$ cat src/rtl/status_reg_stack.sv
// EXE-stage flag register with per-flag masked write-back, a save/restore stack and a
// built-in ARM condition-code check.
module status_reg_stack #(
   parameter int unsigned NFLAGS = 4,
   parameter int unsigned DEPTH  = 4,
   localparam int unsigned CNT_W = $clog2(DEPTH + 1)
) (
   input  logic              clk,
   input  logic              rst,
   input  logic              wb_en,
   input  logic [NFLAGS-1:0] wb_mask,
   input  logic [NFLAGS-1:0] flags_in,
   input  logic              push,
   input  logic              pop,
   input  logic              err_clr,
   input  logic [3:0]        cond,
   output logic [NFLAGS-1:0] flags_out,
   output logic              cond_pass,
   output logic [CNT_W-1:0]  depth_cnt,
   output logic              full,
   output logic              empty,
   output logic              ovf_err,
   output logic              unf_err
);

   logic [NFLAGS-1:0] stack_q [DEPTH];
   logic [NFLAGS-1:0] flags_q, flags_d, base, top_val;
   logic [CNT_W-1:0]  cnt_q, cnt_d, wr_idx;
   logic              ovf_q, ovf_d, unf_q, unf_d;
   logic              do_push, do_pop, do_xchg, stack_wr, ovf_ev, unf_ev;
   logic              f_n, f_z, f_c, f_v;

   assign empty = (cnt_q == '0);
   assign full  = (cnt_q == CNT_W'(DEPTH));

   // Push+pop on an empty stack degrades to a plain push; on a non-empty (even full) stack
   // it is an exchange of flags_out with the top entry.
   assign do_xchg = push & pop & ~empty;
   assign do_push = push & ~full & (~pop | empty);
   assign do_pop  = pop & ~push & ~empty;
   assign ovf_ev  = push & ~pop & full;
   assign unf_ev  = pop & ~push & empty;

   assign stack_wr = do_push | do_xchg;
   assign wr_idx   = do_xchg ? cnt_q - CNT_W'(1) : cnt_q;

   always_comb begin
      top_val = '0;
      for (int unsigned i = 0; i < DEPTH; i++) begin
         if (cnt_q == CNT_W'(i + 1)) top_val = stack_q[i];
      end
   end

   always_comb begin
      base    = (do_pop | do_xchg) ? top_val : flags_q;
      flags_d = base;
      if (wb_en) flags_d = (flags_in & wb_mask) | (base & ~wb_mask);
      cnt_d = cnt_q;
      if (do_push)     cnt_d = cnt_q + CNT_W'(1);
      else if (do_pop) cnt_d = cnt_q - CNT_W'(1);
      // A new error event in the same cycle as err_clr keeps the bit set.
      ovf_d = ovf_ev | (ovf_q & ~err_clr);
      unf_d = unf_ev | (unf_q & ~err_clr);
   end

   always_ff @(posedge clk) begin
      if (!rst) begin
         flags_q <= '0;
         cnt_q   <= '0;
         ovf_q   <= 1'b0;
         unf_q   <= 1'b0;
         for (int unsigned i = 0; i < DEPTH; i++) stack_q[i] <= '0;
      end else begin
         flags_q <= flags_d;
         cnt_q   <= cnt_d;
         ovf_q   <= ovf_d;
         unf_q   <= unf_d;
         for (int unsigned i = 0; i < DEPTH; i++) begin
            if (stack_wr && wr_idx == CNT_W'(i)) stack_q[i] <= flags_q;
         end
      end
   end

   assign flags_out = flags_q;
   assign depth_cnt = cnt_q;
   assign ovf_err   = ovf_q;
   assign unf_err   = unf_q;

   assign f_n = flags_q[3];
   assign f_z = flags_q[2];
   assign f_c = flags_q[1];
   assign f_v = flags_q[0];

   always_comb begin
      cond_pass = 1'b0;
      unique case (cond)
         4'h0: cond_pass = f_z;
         4'h1: cond_pass = ~f_z;
         4'h2: cond_pass = f_c;
         4'h3: cond_pass = ~f_c;
         4'h4: cond_pass = f_n;
         4'h5: cond_pass = ~f_n;
         4'h6: cond_pass = f_v;
         4'h7: cond_pass = ~f_v;
         4'h8: cond_pass = f_c & ~f_z;
         4'h9: cond_pass = ~f_c | f_z;
         4'hA: cond_pass = (f_n == f_v);
         4'hB: cond_pass = (f_n != f_v);
         4'hC: cond_pass = ~f_z & (f_n == f_v);
         4'hD: cond_pass = f_z | (f_n != f_v);
         4'hE: cond_pass = 1'b1;
         4'hF: cond_pass = 1'b0;
         default: cond_pass = 1'b0;
      endcase
   end

endmodule
$ cat config.mk
export PLATFORM = sky130hd
export DESIGN_NAME = status_reg_stack
export DESIGN_NICKNAME = d
export VERILOG_FILES = /design/src/rtl/status_reg_stack.sv
export SDC_FILE = /design/constraint.sdc
export NUM_CORES = 1
export LEC_CHECK = 0
export BUFFER_PORTS_ARGS = -buffer_cell sky130_fd_sc_hd__buf_2
export CAP_MARGIN = 20
export CORE_ASPECT_RATIO = 1.5
export CORE_MARGIN = 2
export CORE_UTILIZATION = 55
export CTS_BUF_LIST = sky130_fd_sc_hd__clkbuf_16
export DETAILED_ROUTE_END_ITERATION = 16
export HOLD_SLACK_MARGIN = 0.06
export PLACE_DENSITY = 0.79
export SETUP_SLACK_MARGIN = 0.4
export SLEW_MARGIN = 20
export SYNTH_ARGS = -nofsm -noshare
export SYNTH_HDL_FRONTEND = slang
export SYNTH_SLANG_ARGS = --single-unit
export TNS_END_PERCENT = 30
$ cat constraint.sdc
create_clock -name clk -period 2.8 [get_ports clk]
set_input_delay 0.42 -clock clk [delete_from_list [all_inputs] [get_ports clk]]
set_output_delay 0.42 -clock clk [all_outputs]
set_load 0.01 [all_outputs]
==> reports/summary.json, run 1 <==
{
  "status": {"value": "finished, final reports clean"},
  "syn-instance-count": {"value": 188},
  "synth_enable_flop_cells": {"value": 16},
  "postSynth.topFlopCell": {"value": "edfxtp_1"},
  "final_cell_mix": {"value": "buf_2 (29), nand2_1 (23), a21oi_1 (17), and2_1 (17), edfxtp_1 (16)"},
  "largest_net_degree_at_the_start_of_global_routing": {"value": 15},
  "die-width": {"value": 48.6, "unit": "um"},
  "grt_overflow_total": {"value": 0},
  "synth_warn": {"value": 0},
  "grt.met2_usage": {"value": 0.503},
  "globalRoute.busiestLayer": {"value": "met2"},
  "synth-simple-area-share": {"value": 0.254},
  "detail_route.iter0.violations": {"value": 28},
  "globalplace.congestion": {"value": 0.836},
  "finalWirelength": {"value": 3950, "unit": "um"},
  "post_route_cells_drive_above_1_share": {"value": 0.213},
  "fin_crit": {"value": 2.29, "unit": "ns"},
  "synth_async_sr_flop_share": {"value": 0},
  "ff2ff_path_depth": {"value": 7},
  "synth_fa_ha_area_frac": {"value": 0.0458},
  "tightest_slew": {"value": 0.436, "unit": "ns"},
  "floorplan.initialDensity": {"value": 0.568},
  "avgRoutedWirePerCell": {"value": 15.5, "unit": "um"},
  "number_of_antenna_violations_at_the_first_check_in_global_routing": {"value": 0},
  "critical_path_start_end_classification": {"value": "reg -> reg"},
  "mostFrequentLayoutCell": {"value": "buf_2"},
  "yosys.area_share.xor_xnor": {"value": 0.0374},
  "fin_nets": {"value": 241},
  "cts_setup_buffers": {"value": 0},
  "report.final.setup_viol": {"value": 0},
  "flow.area_growth_from_synthesis": {"value": 16.3, "unit": "%"},
  "setup.worst_path.start_class": {"value": "flip-flop"},
  "final.period_utilization": {"value": 0.816},
  "slew_violations": {"value": 0},
  "timing.max_slew.rel_slack": {"value": 0.709},
  "final.fill_count": {"value": 262},
  "avgSynthCellArea": {"value": 8.71, "unit": "um2"},
  "clock_tree.root_cell": {"value": "clkbuf_16"},
  "first_global_vias": {"value": 1439},
  "yosys-mux-area-fraction": {"value": 0.0122},
  "h-tree-depth": {"value": 1},
  "post_synthesis_compound_gate_area_fraction": {"value": 0.213},
  "worstSetupEndpointType": {"value": "flip-flop"},
  "clkTransAtPathRegs": {"value": 0.06, "unit": "ns"},
  "drv_cap": {"value": 0},
  "achievable-frequency": {"value": 438, "unit": "MHz"},
  "tritoncts": {"value": "done"},
  "synth.cell_area": {"value": 0.00164, "unit": "mm2"},
  "pwr_density_cell": {"value": 816, "unit": "mW/mm2"},
  "synth_top_family_by_area": {"value": "simple AND/OR/NAND/NOR gates"},
  "grt_pass1_wl": {"value": 6730, "unit": "um"},
  "grt.met3_usage": {"value": 0.0274},
  "ys_seq_area_frac": {"value": 0.403},
  "core": {"value": 0.00288, "unit": "mm2"},
  "synth-seq-cells": {"value": 25},
  "clockBufferDepth": {"value": 2},
  "numPortBuffers": {"value": 29},
  "worst_ir_drop_vdd": {"value": 582, "unit": "uV"},
  "dp.final_hpwl": {"value": 3040, "unit": "um"},
  "synth_fp_nets": {"value": 212},
  "critical_path_arrival": {"value": 2.22, "unit": "ns"},
  "cts_inserted_buffers": {"value": 3},
  "post-route-util": {"value": 0.661},
  "drc": {"value": 0},
  "std_cell_rows": {"value": 24},
  "route.antenna.remaining_nets": {"value": 0},
  "yosys.cell_types.count": {"value": 40},
  "antenna_diode_instance_count": {"value": 0},
  "routed-via-count": {"value": 1493},
  "min-delay-path-class": {"value": "in -> reg"},
  "die_y": {"value": 70.8, "unit": "um"},
  "min_delay_path_depth": {"value": 3},
  "grtUsageTotal": {"value": 0.249},
  "clock_sinks": {"value": 25},
  "viasPerCell": {"value": 5.85},
  "clk-insertion-delay-late": {"value": 0.25, "unit": "ns"},
  "path_max_fanout": {"value": 10},
  "cts_hold_buf": {"value": 0},
  "final_hold_viol_count": {"value": 0},
  "rsz0062_at_grt": {"value": "false"},
  "grt_use_met1": {"value": 0.260},
  "crit_required": {"value": 2.73, "unit": "ns"},
  "design.die.area": {"value": 0.00344, "unit": "mm2"},
  "drt_pass1_iterations": {"value": 5},
  "p_leak": {"value": 0.000765, "unit": "uW"},
  "floorplan.io_pins": {"value": 30},
  "finalClockSkew": {"value": 0.00194, "unit": "ns"},
  "finalSetupTns": {"value": 0, "unit": "ns"}
}
[kinds of logic (layout without fill, tap and decap cells)]
family,count (synthesis),after routing
buffers and inverters,14,42
AND/OR/NAND/NOR,77,77
flip-flops,25,25
XOR/XNOR,7,7
multiplexers,2,2
adder cells (fa/ha/maj),6,6
AO/OA/AOI/OAI,57,57
[timing repair]
| item | in CTS | in global routing |
|---|---|---|
| setup endpoints to repair | 8 | 29 |
| pin swaps | 0 | 1 |
| resized for setup | 1 | 5 |
[metal layers]
metal / routed length, um / vias up
li1: - / 741
met1: 1500 / 689
met2: 2190 / 53
met3: 150 / 10
met4: 102 / 0
met5: 0 / -
[critical path, cell delays in order, from the launching register on]
cell and delay [ns]:
dfxtp_2 0.42, inv_1 0.14, ha_2 0.25, nand2b_2 0.24, or3_1 0.33, a21oi_1 0.15
o21ai_1 0.14, o21ai_2 0.30
[sequential cells by signal, indices dropped and copies added (netlist names)]
signal     cells
stack_q       16
flags_out      4
depth_cnt      3
ovf_err        1
unf_err        1
[synthesized netlist by cell type, drive strengths merged, types with 3 or more instances]
master,count,area [um2]
a21oi,18,93.8
a221oi,4,35.0
and2,17,106
clkbuf,3,11.3
dfxtp,9,180
edfxtp,16,480
ha,6,75.1
inv,9,33.8
nand2,23,86.3
nand2b,3,21.3
nor2,12,47.6
nor2b,5,31.3
o21ai,20,100
o31a,4,35.0
or3,4,25.0
or4,4,30.0
xnor2,6,52.6
[where the power goes]
group          internal (uW)  switching, uW  total, uW
clock                    190            110        300
sequential               480           87.4        568
combinational            269            418        687
total                    940            615       1550
[cell type report]
type | instances | area [um2] | share of cell area
inverters | 9 | 33.8 | 0.0177
multi-input cells | 149 | 935 | 0.491
well taps | 39 | 48.8 | 0.0256
repair buffers | 29 | 145 | 0.0762
clock inverters | 1 | 3.75 | 0.00197
flip-flops and latches | 25 | 663 | 0.348
clock buffers | 3 | 75.1 | 0.0394
[metrics by stage]
stage	power (uW)	std cells	worst slack [ns]	instance area [um2]	hold slack [ns]
after floorplan	1030	188	0.503	1640	0.497
after global placement	1210	251	0.464	1810	0.460
after detailed placement	1230	251	0.345	1810	0.466
after CTS	1540	255	0.307	1890	0.433
after global routing	1670	255	0.422	1900	0.448
final	1550	255	0.515	1900	0.435
[final timing paths]
path,from,end,slack [ns]
max,depth_cnt[1],stack_q[3][1],0.51
min,wb_mask[1],flags_out[1],0.44
max reg2reg,depth_cnt[1],stack_q[3][1],0.51
min reg2reg,ovf_err,ovf_err,0.47
No activity file was read; power rests on OpenSTA's default activity.
==> inputs of run 2 (changes only) <==
--- a/config.mk
+++ b/config.mk
@@ -9,11 +9,11 @@
 export CAP_MARGIN = 20
 export CORE_ASPECT_RATIO = 1.5
 export CORE_MARGIN = 2
-export CORE_UTILIZATION = 55
+export CORE_UTILIZATION = 50
 export CTS_BUF_LIST = sky130_fd_sc_hd__clkbuf_16
 export DETAILED_ROUTE_END_ITERATION = 16
 export HOLD_SLACK_MARGIN = 0.06
-export PLACE_DENSITY = 0.79
+export PLACE_DENSITY = 0.76
 export SETUP_SLACK_MARGIN = 0.4
 export SLEW_MARGIN = 20
 export SYNTH_ARGS = -nofsm -noshare
==> constraint.sdc (replaced) <==
create_clock -name clk -period 2.1 [get_ports clk]
set_input_delay 0.315 -clock clk [delete_from_list [all_inputs] [get_ports clk]]
set_output_delay 0.315 -clock clk [all_outputs]
set_load 0.01 [all_outputs]
==> run 2 against run 1 <==
Critical path depth decreased by 1. Global-route usage shrank 1.2 points. Worst hold slack lost 0.11 ns. First-iteration DRC count is 140% higher. Register-to-register slack got worse by 0.27 ns.
==> reports/summary.json, run 2 (synthesis results as in run 1) <==
{
  "status": {"value": "finished, final reports clean", "change": "unchanged"},
  "drt_pass1_iterations": {"value": 5, "change": "unchanged"},
  "post_route_cells_drive_above_1_share": {"value": 0.424, "change": "was 0.213"},
  "antenna_diode_instance_count": {"value": 0, "change": "unchanged"},
  "h-tree-depth": {"value": 1, "change": "unchanged"},
  "path_max_fanout": {"value": 3, "change": "was 10"},
  "finalWirelength": {"value": 4780, "unit": "um", "change": "was 3950 um"},
  "drv_cap": {"value": 0, "change": "unchanged"},
  "floorplan.initialDensity": {"value": 0.524, "change": "was 0.568"},
  "cts_inserted_buffers": {"value": 3, "change": "unchanged"},
  "slew_violations": {"value": 0, "change": "unchanged"},
  "fin_nets": {"value": 261, "change": "was 241"},
  "globalplace.congestion": {"value": 0.816, "change": "was 0.836"},
  "detail_route.iter0.violations": {"value": 66, "change": "was 28"},
  "postLayoutSetupSlackWorst": {"value": 0.135, "unit": "ns", "change": "was 0.515 ns"},
  "flow.area_growth_from_synthesis": {"value": 39.3, "unit": "%", "change": "was 16.3%"},
  "finalClockSkew": {"value": 0.00307, "unit": "ns", "change": "was 0.00194 ns"},
  "rsz0062_at_grt": {"value": "true", "change": "was false"},
  "die-width": {"value": 50.7, "unit": "um", "change": "was 48.6 um"},
  "core": {"value": 0.00313, "unit": "mm2", "change": "was 0.00288 mm2"},
  "final_hold_viol_count": {"value": 0, "change": "unchanged"},
  "grtUsageTotal": {"value": 0.237, "change": "was 0.249"},
  "timing.max_slew.rel_slack": {"value": 0.721, "change": "was 0.709"},
  "p_leak": {"value": 0.000915, "unit": "uW", "change": "was 0.000765 uW"},
  "first_global_vias": {"value": 1493, "change": "was 1439"},
  "grt_overflow_total": {"value": 0, "change": "unchanged"},
  "dp.final_hpwl": {"value": 3080, "unit": "um", "change": "was 3040 um"},
  "pwr_density_cell": {"value": 1150, "unit": "mW/mm2", "change": "was 816 mW/mm2"},
  "worstSetupEndpointType": {"value": "primary output", "change": "was flip-flop"},
  "routed-via-count": {"value": 1640, "change": "was 1493"},
  "final_cell_mix": {"value": "buf_2 (29), nand2_1 (22), buf_4 (19), edfxtp_1 (16), and2_1 (15)", "change": "was buf_2 (29), nand2_1 (23), a21oi_1 (17), and2_1 (17), edfxtp_1 (16)"},
  "clkTransAtPathRegs": {"value": 0.06, "unit": "ns", "change": "about the same"},
  "tightest_slew": {"value": 0.415, "unit": "ns", "change": "was 0.436 ns"},
  "achievable-frequency": {"value": 509, "unit": "MHz"},
  "number_of_antenna_violations_at_the_first_check_in_global_routing": {"value": 0, "change": "unchanged"},
  "largest_net_degree_at_the_start_of_global_routing": {"value": 15, "change": "unchanged"},
  "grt_pass1_wl": {"value": 6670, "unit": "um", "change": "was 6730 um"},
  "setup.worst_path.start_class": {"value": "flip-flop", "change": "unchanged"},
  "timing.hold.ws": {"value": 0.320, "unit": "ns", "change": "was 0.435 ns"},
  "flip_flop_count_of_the_largest_register_after_layout": {"value": 16, "change": "unchanged"},
  "clock_tree.root_cell": {"value": "clkbuf_16", "change": "unchanged"},
  "top_register": {"value": "stack_q", "change": "unchanged"},
  "numPortBuffers": {"value": 29, "change": "unchanged"},
  "clock_sinks": {"value": 25, "change": "unchanged"},
  "avgRoutedWirePerCell": {"value": 17.3, "unit": "um", "change": "was 15.5 um"},
  "final.period_utilization": {"value": 0.935},
  "std_cell_rows": {"value": 25, "change": "was 24"},
  "clk-insertion-delay-late": {"value": 0.25, "unit": "ns", "change": "about the same"},
  "fin_crit": {"value": 1.96, "unit": "ns"},
  "viasPerCell": {"value": 5.94, "change": "was 5.85"},
  "post-route-util": {"value": 0.729, "change": "was 0.661"},
  "crit_required": {"value": 1.78, "unit": "ns", "change": "was 2.73 ns"},
  "critical_path_arrival": {"value": 1.65, "unit": "ns", "change": "was 2.22 ns"},
  "worst_ir_drop_vdd": {"value": 1000, "unit": "uV", "change": "was 582 uV"},
  "design.die.area": {"value": 0.00376, "unit": "mm2", "change": "was 0.00344 mm2"},
  "mostFrequentLayoutCell": {"value": "buf_2", "change": "unchanged"},
  "finalSetupTns": {"value": 0, "unit": "ns", "change": "unchanged"},
  "cts_hold_buf": {"value": 0, "change": "unchanged"},
  "report.final.setup_viol": {"value": 0, "change": "unchanged"},
  "drc": {"value": 0, "change": "unchanged"},
  "critical_path_start_end_classification": {"value": "reg -> out", "change": "was reg -> reg"},
  "dp_slack": {"value": 0.0837, "unit": "ns", "change": "was 0.345 ns"},
  "min-delay-path-class": {"value": "in -> reg", "change": "unchanged"},
  "die_y": {"value": 74.1, "unit": "um", "change": "was 70.8 um"},
  "floorplan.io_pins": {"value": 30, "change": "unchanged"},
  "tritoncts": {"value": "done", "change": "unchanged"},
  "route.antenna.remaining_nets": {"value": 0, "change": "unchanged"},
  "clockBufferDepth": {"value": 2, "change": "unchanged"}
}
[run 2: timing repair]
action / in CTS / in global routing
resized for setup: 9 / 36
buffers inserted: 10 / 6
endpoints found under the setup margin: 38 / 38
pin swaps: 7 / 10
[run 2: worst paths after layout]
check | to | cells after the start | slack, ns | start
setup / recovery | cond_pass | 6 | 0.14 | flags_out[3]
hold / removal | flags_out[3] | 3 | 0.32 | wb_mask[3]
setup reg to reg | stack_q[0][2] | 7 | 0.24 | depth_cnt[1]
hold reg to reg | ovf_err | 2 | 0.49 | ovf_err
[run 2: routing by layer]
layer	wire [um]	track usage
met5	0	0
met2	2740	0.465
met3	111	0.0120
met4	243	0.141
met1	1680	0.244
[run 2: final cells by class]
type | count | area [um2]
repair buffers | 49 | 299
multi-input cells | 149 | 1130
well taps | 40 | 50.0
clock inverters | 1 | 3.75
flip-flops and latches | 25 | 679
fillers | 237 | 847
inverters | 9 | 43.8
clock buffers | 3 | 75.1
[run 2: report_power, final]
group / internal (uW) / leakage, uW / switching (uW)
clock: 254 / 0.0000423 / 155
sequential: 652 / 0.000245 / 97.3
combinational: 665 / 0.000627 / 804
total: 1570 / 0.000915 / 1060
[run 2: worst max-delay path, cell delays in order, from the launching register on]
cell and delay [ns]:
dfxtp_4 0.37, mux2i_2 0.07, or4b_1 0.50, o311ai_2 0.10, a21oi_1 0.08, a21oi_1 0.13, buf_2 0.14
[run 2: stage by stage]
stage | power [uW] | cell area, um2 | std cells
2_1_floorplan | 1480 | 1700 | 188
6_report | 2630 | 2280 | 276
3_5_place_dp | 1780 | 1900 | 256
3_3_place_gp | 1740 | 1900 | 256
4_1_cts | 2330 | 2080 | 270
5_1_grt | 2770 | 2280 | 276
==> inputs of run 3 (changes only) <==
--- a/config.mk
+++ b/config.mk
@@ -5,6 +5,7 @@
 export SDC_FILE = /design/constraint.sdc
 export NUM_CORES = 1
 export LEC_CHECK = 0
+export ABC_AREA = 1
 export BUFFER_PORTS_ARGS = -buffer_cell sky130_fd_sc_hd__buf_2
 export CAP_MARGIN = 20
 export CORE_ASPECT_RATIO = 1.5
==> run 3 against run 2 <==
Worst hold slack got worse by 0.011 ns. Die area fell by 0.58%. Critical path type is now reg -> reg. Synthesized area fell by 0.61%. Critical path depth rose by 3. Critical endpoint is now stack_q[1][1]. Setup slack improved by 0.28 ns. Non-clock buffer count fell by 13. Sequential power fell by 15%. Core utilization fell by 7.8 points. Routed wire length fell by 19%. Global-route usage fell by 2.0 points.
==> reports/summary.json, run 3 <==
{
  "rsz0062_at_grt": {"value": "true", "change": "unchanged"},
  "drc": {"value": 0, "change": "unchanged"},
  "floorplan.io_pins": {"value": 30, "change": "unchanged"},
  "pwr_density_cell": {"value": 883, "unit": "mW/mm2", "change": "was 1150 mW/mm2"},
  "p_leak": {"value": 0.000956, "unit": "uW", "change": "was 0.000915 uW"},
  "postSynth.topFlopCell": {"value": "edfxtp_1", "change": "unchanged"},
  "yosys-top-cells-count": {"value": "nand2_1 (62), nor2_1 (42), inv_1 (22)", "change": "was nand2_1 (23), a21oi_1 (17), and2_1 (17)"},
  "ff2ff_path_depth": {"value": 9, "change": "was 7"},
  "post-synth-top-count-cell": {"value": "nand2_1", "change": "unchanged"},
  "synth_fp_nets": {"value": 245, "change": "was 212"},
  "total_power_of_the_final_layout": {"value": 1800, "unit": "uW", "change": "was 2630 uW"},
  "flip_flop_count_of_the_largest_register_after_layout": {"value": 16, "change": "unchanged"},
  "status": {"value": "finished, final reports clean", "change": "unchanged"},
  "slew_violations": {"value": 0, "change": "unchanged"},
  "worst_ir_drop_vdd": {"value": 571, "unit": "uV", "change": "was 1000 uV"},
  "min_delay_path_depth": {"value": 4, "change": "was 3"},
  "achievable-frequency": {"value": 594, "unit": "MHz", "change": "was 509 MHz"},
  "final_cell_mix": {"value": "nand2_1 (52), nor2_1 (42), buf_2 (29), inv_1 (18), nand3_1 (18)", "change": "was buf_2 (29), nand2_1 (22), buf_4 (19), edfxtp_1 (16), and2_1 (15)"},
  "mostFrequentLayoutCell": {"value": "nand2_1", "change": "was buf_2"},
  "yosys.cell_types.count": {"value": 26, "change": "was 40"},
  "die-width": {"value": 50.6, "unit": "um", "change": "was 50.7 um"},
  "largest_net_degree_at_the_start_of_global_routing": {"value": 16, "change": "was 15"},
  "finalWirelength": {"value": 3890, "unit": "um", "change": "was 4780 um"},
  "grt_pass1_wl": {"value": 6000, "unit": "um", "change": "was 6670 um"},
  "synth_async_sr_flop_share": {"value": 0, "change": "unchanged"},
  "crit_required": {"value": 2.07, "unit": "ns", "change": "was 1.78 ns"},
  "tightest_slew": {"value": 0.404, "unit": "ns", "change": "was 0.415 ns"},
  "viasPerCell": {"value": 5.25, "change": "was 5.94"},
  "synth-seq-cells": {"value": 25, "change": "unchanged"},
  "route.antenna.remaining_nets": {"value": 0, "change": "unchanged"},
  "synth.cell_area": {"value": 0.00163, "unit": "mm2", "change": "was 0.00164 mm2"},
  "die_y": {"value": 73.9, "unit": "um", "change": "was 74.1 um"},
  "number_of_antenna_violations_at_the_first_check_in_global_routing": {"value": 0, "change": "unchanged"},
  "multi_input_comb_area": {"value": 931, "unit": "um2", "change": "was 0.00113 mm2"},
  "drv_cap": {"value": 0, "change": "unchanged"},
  "dp.final_hpwl": {"value": 2940, "unit": "um", "change": "was 3080 um"},
  "synth_area_leaders": {"value": "edfxtp_1 (30%), nand2_1 (14%), dfxtp_1 (11%)", "change": "was edfxtp_1 (29%), dfxtp_1 (11%), and2_1 (6.5%)"},
  "grtUsageTotal": {"value": 0.217, "change": "was 0.237"},
  "fin_nets": {"value": 283, "change": "was 261"},
  "synth_top_area_cell": {"value": "edfxtp_1", "change": "unchanged"},
  "timing.max_slew.rel_slack": {"value": 0.731, "change": "was 0.721"},
  "setup.worst_path.start_class": {"value": "flip-flop", "change": "unchanged"},
  "final.fill_count": {"value": 277, "change": "was 237"},
  "report.final.setup_viol": {"value": 0, "change": "unchanged"},
  "avgRoutedWirePerCell": {"value": 13.0, "unit": "um", "change": "was 17.3 um"},
  "h-tree-depth": {"value": 1, "change": "unchanged"},
  "globalplace.congestion": {"value": 0.787, "change": "was 0.816"},
  "clock_tree.root_cell": {"value": "clkbuf_16", "change": "unchanged"},
  "synth_warn": {"value": 0, "change": "unchanged"},
  "critical_path_arrival": {"value": 1.65, "unit": "ns", "change": "about the same"},
  "numPortBuffers": {"value": 29, "change": "unchanged"},
  "clk-insertion-delay-late": {"value": 0.26, "unit": "ns", "change": "was 0.25 ns"},
  "syn-instance-count": {"value": 221, "change": "was 188"},
  "antenna_diode_instance_count": {"value": 0, "change": "unchanged"},
  "register_area": {"value": 677, "unit": "um2", "change": "was 679 um2"},
  "final.period_utilization": {"value": 0.801, "change": "was 0.935"},
  "std_cell_rows": {"value": 25, "change": "unchanged"},
  "finalClockSkew": {"value": 0.00633, "unit": "ns", "change": "was 0.00307 ns"},
  "tritoncts": {"value": "done", "change": "unchanged"},
  "synth_enable_flop_cells": {"value": 16, "change": "unchanged"},
  "drt_pass1_iterations": {"value": 4, "change": "was 5"},
  "fin_crit": {"value": 1.68, "unit": "ns", "change": "was 1.96 ns"},
  "path_max_fanout": {"value": 7, "change": "was 3"},
  "ys_seq_area_frac": {"value": 0.406, "change": "was 0.403"},
  "design.die.area": {"value": 0.00374, "unit": "mm2", "change": "was 0.00376 mm2"},
  "clock_sinks": {"value": 25, "change": "unchanged"},
  "detail_route.iter0.violations": {"value": 55, "change": "was 66"},
  "flow.area_growth_from_synthesis": {"value": 25.2, "unit": "%", "change": "was 39.3%"},
  "finalSetupTns": {"value": 0, "unit": "ns", "change": "unchanged"},
  "floorplan.initialDensity": {"value": 0.520, "change": "was 0.524"},
  "final_hold_viol_count": {"value": 0, "change": "unchanged"},
  "worstSetupEndpointType": {"value": "flip-flop", "change": "was primary output"},
  "grt_overflow_total": {"value": 0, "change": "unchanged"},
  "cts_inserted_buffers": {"value": 3, "change": "unchanged"},
  "critical_path_start_end_classification": {"value": "reg -> reg", "change": "was reg -> out"},
  "min-delay-path-class": {"value": "in -> reg", "change": "unchanged"},
  "core": {"value": 0.00313, "unit": "mm2", "change": "unchanged"},
  "clkTransAtPathRegs": {"value": 0.07, "unit": "ns", "change": "was 0.06 ns"},
  "avgSynthCellArea": {"value": 7.37, "unit": "um2", "change": "was 8.71 um2"},
  "share_of_the_synthesized_area_in_the_top_cell_type": {"value": 0.295, "change": "was 0.293"},
  "top_register": {"value": "stack_q", "change": "unchanged"},
  "timing.hold.ws": {"value": 0.310, "unit": "ns", "change": "was 0.320 ns"},
  "clockBufferDepth": {"value": 2, "change": "unchanged"},
  "post_route_cells_drive_above_1_share": {"value": 0.314, "change": "was 0.424"},
  "routed-via-count": {"value": 1564, "change": "was 1640"},
  "first_global_vias": {"value": 1379, "change": "was 1493"}
}
[run 3: cell types whose count changed after synthesis, sizes merged, moves of 5 or more]
cell / change
and2: -17
xnor2: -6
nand4: +6
nand2: +41
o21ai: -10
a21oi: -8
nor2: +33
inv: +16
nand3: +19
nor2b: -5
[run 3: per-layer routing]
layer	track usage	wire (um)	up-vias
met4	0.129	201	0
li1	-	-	791
met5	0	0	-
met2	0.417	2120	63
met1	0.220	1380	693
met3	0.0224	179	17
[run 3: cells by family after synthesis]
kind of cell             synth area share
adder cells (fa/ha/maj)            0.0461
XOR/XNOR                          0.00538
flip-flops                          0.406
AND/OR/NAND/NOR                     0.382
buffers and inverters              0.0692
AO/OA/AOI/OAI                      0.0915
[run 3: critical path, cell delays in order, from the launching register on]
cell     delay [ns]
dfxtp_4        0.40
inv_6          0.05
ha_4           0.16
nand2_4        0.10
nand3_4        0.12
nand2_1        0.10
nand2_2        0.10
nor2_4         0.15
nand2_1        0.08
nand2_2        0.11
[run 3: path summary, 6_finish.rpt]
kind	startpoint	to	slack, ns
setup reg to reg	depth_cnt[0]	stack_q[1][1]	0.42
setup / recovery	depth_cnt[0]	stack_q[1][1]	0.42
hold / removal	err_clr	ovf_err	0.31
hold reg to reg	ovf_err	ovf_err	0.46
[run 3: area by class of cell]
cell class / instances / area share
Multi-Input combinational cell: 168 / 0.457
Sequential cell: 25 / 0.332
Timing Repair Buffer: 36 / 0.0970
Inverter: 25 / 0.0497
Clock buffer: 3 / 0.0368
Tap cell: 40 / 0.0246
Clock inverter: 1 / 0.00307
[run 3: repair_timing]
item / in CTS / in global routing
setup buffers: 1 / 2
hold buffers: 0 / 0
resized for setup: 9 / 19
setup endpoints to repair: 18 / 21
pin swaps: 1 / 4
[run 3: metrics by stage]
step	setup slack [ns]	utilization	cell area, um2	instances
global placement	0.320	0.592	1850	291
detailed placement	0.258	0.592	1850	291
finish	0.417	0.652	2040	298
floorplan	0.414	-	1650	221
global route	0.359	0.652	2040	298
CTS	0.406	0.626	1960	296
[run 3: power by group]
| group | total, uW | switching (uW) | internal [uW] |
|---|---|---|---|
| Combinational | 732 | 469 | 263 |
| Sequential | 640 | 44.3 | 596 |
| Clock | 427 | 168 | 259 |
